[config.mk]
export PLATFORM = sky130hd
export DESIGN_NAME = dcache_store_buffer
export DESIGN_NICKNAME = d
export VERILOG_FILES = /design/src/rtl/dcache_store_buffer.sv
export SDC_FILE = /design/constraint.sdc
export NUM_CORES = 2
export LEC_CHECK = 0
export ABC_AREA = 1
export CORE_AREA = 2 2 236 296
export DETAILED_ROUTE_END_ITERATION = 10
export DIE_AREA = 0 0 238 298
export GPL_ROUTABILITY_DRIVEN = 0
export PLACE_DENSITY_LB_ADDON = 0.15
export SLEW_MARGIN = 20
export SYNTH_ARGS = -nofsm -noshare
export SYNTH_HDL_FRONTEND = slang
export SYNTH_SLANG_ARGS = --single-unit
[constraint.sdc]
create_clock -name clock -period 4.8 [get_ports clock]
set_clock_uncertainty 0.1 [all_clocks]
set_input_delay 1.44 -clock clock [delete_from_list [all_inputs] [get_ports clock]]
set_output_delay 1.44 -clock clock [all_outputs]
set_load 0.1 [all_outputs]
[src/rtl/dcache_store_buffer.sv]
// Retired-store buffer between the LSQ and the dcache request port.
// Holds committed stores in a circular FIFO, drains them to the dcache in
// program order, shares the single dcache port with LSQ loads, and forwards
// buffered store data to loads that hit a buffered doubleword.

`ifndef BUS_NONE
`define BUS_NONE  2'h0
`endif
`ifndef BUS_LOAD
`define BUS_LOAD  2'h1
`endif
`ifndef BUS_STORE
`define BUS_STORE 2'h2
`endif

module dcache_store_buffer #(
  parameter int SB_DEPTH    = 4,
  parameter int SB_IDX_BITS = 2,
  parameter int AGE_LIMIT   = 3
) (
  input  logic                   clock,
  input  logic                   reset,
  input  logic                   lsq2sb_st_valid,
  input  logic [63:0]            lsq2sb_st_addr,
  input  logic [63:0]            lsq2sb_st_data,
  output logic                   sb2lsq_st_ready,
  input  logic                   lsq2sb_ld_valid,
  input  logic [63:0]            lsq2sb_ld_addr,
  output logic                   sb2lsq_fwd_hit,
  output logic [63:0]            sb2lsq_fwd_data,
  output logic [3:0]             sb2lsq_ld_response,
  output logic [1:0]             sb2Dcache_command,
  output logic [63:0]            sb2Dcache_addr,
  output logic [63:0]            sb2Dcache_data,
  input  logic [3:0]             Dcache2sb_response,
  output logic                   sb_empty,
  output logic [SB_IDX_BITS:0]   sb_count
);

  localparam logic [SB_IDX_BITS:0] FULL_CNT = SB_DEPTH[SB_IDX_BITS:0];
  localparam logic [1:0]           AGE_LIM  = AGE_LIMIT[1:0];

  typedef struct packed {
    logic [63:0] addr;
    logic [63:0] data;
  } sb_entry_t;

  sb_entry_t [SB_DEPTH-1:0]  r_ent;
  logic [SB_DEPTH-1:0]       r_vld;
  logic [SB_IDX_BITS-1:0]    r_head;
  logic [SB_IDX_BITS-1:0]    r_tail;
  logic [SB_IDX_BITS:0]      r_count;
  logic [1:0]                r_age;
  // head store lost its handshake last cycle; keep it on the port
  logic                      r_retry;

  logic                      w_full;
  logic                      w_nonempty;
  logic                      w_enq;
  logic                      w_deq;
  logic                      w_st_own;
  logic                      w_ld_own;
  logic [SB_DEPTH-1:0]       w_match;
  logic                      w_hit;
  logic [63:0]               w_fdata;
  logic [SB_IDX_BITS-1:0]    w_idx;

  assign w_full     = (r_count == FULL_CNT);
  assign w_nonempty = (r_count != '0);

  // doubleword compare of the load against every live entry
  for (genvar g = 0; g < SB_DEPTH; g++) begin : g_cmp
    assign w_match[g] = r_vld[g] && (r_ent[g].addr[63:3] == lsq2sb_ld_addr[63:3]);
  end

  // walk oldest->youngest from head so the last hit seen is the youngest
  always_comb begin
    w_hit   = 1'b0;
    w_fdata = '0;
    w_idx   = r_head;
    for (int i = 0; i < SB_DEPTH; i++) begin
      w_idx = r_head + SB_IDX_BITS'(i);
      if (lsq2sb_ld_valid && w_match[w_idx]) begin
        w_hit   = 1'b1;
        w_fdata = r_ent[w_idx].data;
      end
    end
  end

  // forwarded loads are satisfied here, so they never compete for the port
  assign w_st_own = w_nonempty && (!lsq2sb_ld_valid || w_hit || w_full ||
                                   (r_age >= AGE_LIM) || r_retry);
  assign w_ld_own = lsq2sb_ld_valid && !w_hit && !w_st_own;

  assign w_enq = lsq2sb_st_valid && sb2lsq_st_ready;
  assign w_deq = w_st_own && (Dcache2sb_response != 4'h0);

  assign sb2lsq_st_ready    = !w_full;
  assign sb2lsq_fwd_hit     = w_hit;
  assign sb2lsq_fwd_data    = w_fdata;
  assign sb2lsq_ld_response = w_ld_own ? Dcache2sb_response : 4'h0;
  assign sb_empty           = !w_nonempty;
  assign sb_count           = r_count;

  // dcache request mux for whichever side owns the port
  always_comb begin
    sb2Dcache_command = `BUS_NONE;
    sb2Dcache_addr    = '0;
    sb2Dcache_data    = '0;
    if (w_st_own) begin
      sb2Dcache_command = `BUS_STORE;
      sb2Dcache_addr    = r_ent[r_head].addr;
      sb2Dcache_data    = r_ent[r_head].data;
    end else if (w_ld_own) begin
      sb2Dcache_command = `BUS_LOAD;
      sb2Dcache_addr    = lsq2sb_ld_addr;
    end
  end

  // FIFO pointers, entries, occupancy, starvation age and retry hold
  always_ff @(posedge clock or negedge reset) begin
    if (!reset) begin
      r_ent   <= '0;
      r_vld   <= '0;
      r_head  <= '0;
      r_tail  <= '0;
      r_count <= '0;
      r_age   <= '0;
      r_retry <= 1'b0;
    end else begin
      if (w_enq) begin
        r_ent[r_tail] <= '{addr: lsq2sb_st_addr, data: lsq2sb_st_data};
        r_vld[r_tail] <= 1'b1;
        r_tail        <= r_tail + SB_IDX_BITS'(1);
      end
      if (w_deq) begin
        r_vld[r_head] <= 1'b0;
        r_head        <= r_head + SB_IDX_BITS'(1);
      end
      case ({w_enq, w_deq})
        2'b10:   r_count <= r_count + (SB_IDX_BITS+1)'(1);
        2'b01:   r_count <= r_count - (SB_IDX_BITS+1)'(1);
        default: r_count <= r_count;
      endcase
      if (w_nonempty && w_ld_own)
        r_age <= (r_age == 2'b11) ? r_age : r_age + 2'd1;
      else
        r_age <= '0;
      r_retry <= w_st_own && (Dcache2sb_response == 4'h0);
    end
  end

endmodule

==> results.sh <==
export IMPL_synth_warnings=0
export IMPL_critPathLaunch="lsq2sb_ld_addr[43]"
export IMPL_fin_nets=5641
export IMPL_wire_per_inst_um=19.59
export IMPL_route_vias_total=36110
export IMPL_violations="setup timing"
export IMPL_hold_viol=0
export IMPL_worstReg2RegStart="r_ent[233]"
export IMPL_clock_latency_ns=0.62
export IMPL_ys_flop_type="dfrtp_1"
export IMPL_cts_tree="yes"
export IMPL_track_usage_pct=33.33
export IMPL_postCtsHoldBufs=0
export IMPL_min_period_over_period_pct=119.9
export IMPL_synth_top_area_share_pct=39.08
export IMPL_critPathKind="in -> out"
export IMPL_grt_pass1_wl_um=188600
export IMPL_drt_iter0_markers=3396
export IMPL_fin_cells=6348
export IMPL_io_buffers=403
export IMPL_postLayoutCellArea_um2=48740
export IMPL_syn_area_um2=33680
export IMPL_yosysTopAreaCell="dfrtp_1"
export IMPL_rsz0062_at_grt="yes"
export IMPL_vias_per_cell=5.689
export IMPL_syn_nets=5228
export IMPL_arrival_ns=4.21
export IMPL_hp_start="r_age[0]"
export IMPL_cts_buffer_depth=3
export IMPL_synth_edff_count=0
export IMPL_clkSinkCount=526
export IMPL_yosysUniqueCellTypes=35
export IMPL_htree_levels=2
export IMPL_drive_gt1_share_pct=21.84
export IMPL_die_w_um=238
export IMPL_mostFrequentLayoutCell="nand2_1"
export IMPL_endpoint_kind="output port"
export IMPL_grt_max_degree=189
export IMPL_placed_cell_area_um2=44030
export IMPL_synthArstFlopShare_pct=100.0
export IMPL_drc=0
export IMPL_status="complete, but fails checks"
export IMPL_layout_setup_ws_ns=-0.9549
export IMPL_hpwlAfterDp_um=75930
export IMPL_rows=107
export IMPL_most_common_layout_cells="nand2_1, o21ai_0, dfrtp_1"
export IMPL_path_max_fanout=6
export IMPL_cts_buffers=56
export IMPL_dr_pass1_iters=6
export IMPL_whs_ns=0.3403
export IMPL_synth_cells=5017
export IMPL_worstPathRequired_ns=3.26
export IMPL_worstHoldPathType="reg -> reg"
export IMPL_tightest_slew_ns=1.143
export IMPL_start_kind="primary input"
export IMPL_ys_seq_area_share_pct=39.08
export IMPL_clk_pin_slew_ns=0.06
export IMPL_routed_wl_um=124400
export IMPL_dp_cells=6161
export IMPL_post_route_min_period_ns=5.755
export IMPL_grt_pass1_vias=34270
export IMPL_report_final_slew_viol_count=0
export IMPL_drtAntennaViolNets=0
export IMPL_top_level_ports=404
export IMPL_clockRootBuffer="clkbuf_16"
export IMPL_synth_seq_cells=526
export IMPL_syn_area_per_cell_um2=6.714
export IMPL_antenna_found_initial=8
export IMPL_syn2layout_area_growth_pct=44.70
export IMPL_maxCapViolCount=0
export IMPL_initial_core_util_pct=49.53
export IMPL_setup_violations=199
export IMPL_fmax_mhz=173.8
export IMPL_place_ws_ns=-1.538
export IMPL_synth_area_leaders="dfrtp_1, nand2_1, o21ai_0"
export IMPL_max_slew_margin_rel_pct=23.79
export IMPL_die_height_um=298
export IMPL_die_area_um2=70920
export IMPL_grt_overflow=0
export IMPL_coreArea_um2=68010
==> per-stage QoR <==
stage                     utilization (%)  setup TNS (ns)
after floorplan                         -          -35.90
after global placement              64.74         -271.88
after detailed placement            64.74         -279.61
after CTS                           69.81         -148.77
after global routing                71.67         -183.66
final                               71.67         -166.99
==> cells by family after synthesis <==
kind of cell,count (synthesis),share of synthesized area (%)
simple gates,2159,25.47
compound gates,1364,21.04
flops,526,39.08
xor+xnor,62,1.612
buf+inv,785,9.093
fa+ha+maj,11,0.4309
mux,110,3.269
==> final timing paths <==
path | end | slack (ns) | depth (start not counted)
max | sb2Dcache_command[0] | -0.95 | 23
min | r_age[0] | 0.34 | 1
min reg2reg | r_age[0] | 0.34 | 1
max in group asynchronous | r_ent[286] | 2.74 | 3
max reg2reg | sb_count[2] | 1.05 | 23
min in group asynchronous | r_ent[17] | 0.68 | 1
==> layer usage <==
metal | track usage [%] | part of all wire [%]
met4 | 15.77 | 5.1
met2 | 56.08 | 48
met5 | 0 | 0.027
met1 | 41.94 | 39
met3 | 5.189 | 7.3
==> synthesized netlist by cell type, drive strengths merged, types with 44 or more instances <==
| cell | n |
|---|---|
| dfrtp | 526 |
| xor2 | 44 |
| nand3 | 143 |
| clkbuf | 252 |
| o21ai | 1140 |
| nand2 | 1580 |
| a21oi | 100 |
| inv | 428 |
| nor2 | 340 |
| o211ai | 64 |
| buf | 104 |
| mux2i | 110 |
==> critical path, stage by stage <==
cell and delay [ns]:
buf_6 0.09, buf_8 0.13, xor2_1 0.15, nor2_1 0.15, nand2_1 0.14, nor2_2 0.21, nand2_2 0.12, nor2_4 0.16
nand3_2 0.11, buf_4 0.15, nand3_4 0.08, nand3_4 0.08, nand2_4 0.08, nor2_4 0.05, buf_12 0.12, inv_8 0.05
nor2_4 0.04, buf_12 0.14, buf_12 0.16, buf_16 0.15, nand2_8 0.11, clkinvlp_4 0.10, buf_12 0.17
==> area by class of cell <==
type	count	area (um2)
fillers	5327	19270
multi-input cells	3706	21070
repair inverters	1	16.27
well taps	872	1091
flip-flops and latches	526	13170
repair buffers	710	9798
clock buffers	80	1633
inverters	429	1725
clock inverters	19	222.7
diodes	5	12.51
==> registers in the layout, indices dropped and copies added, names as in the netlist <==
name	cells
r_age	2
r_ent	512
r_head	2
r_retry	1
r_tail	2
r_vld	4
sb_count	3
==> timing repair <==
item,in CTS,in global routing
pin swaps,143,118
resized for setup,467,203
buffers inserted,27,25
endpoints found under the setup margin,200,199
gates cloned,17,20
Power is not shown: default switching activity piles up to over one toggle a cycle in this logic, so the estimate is an artifact.
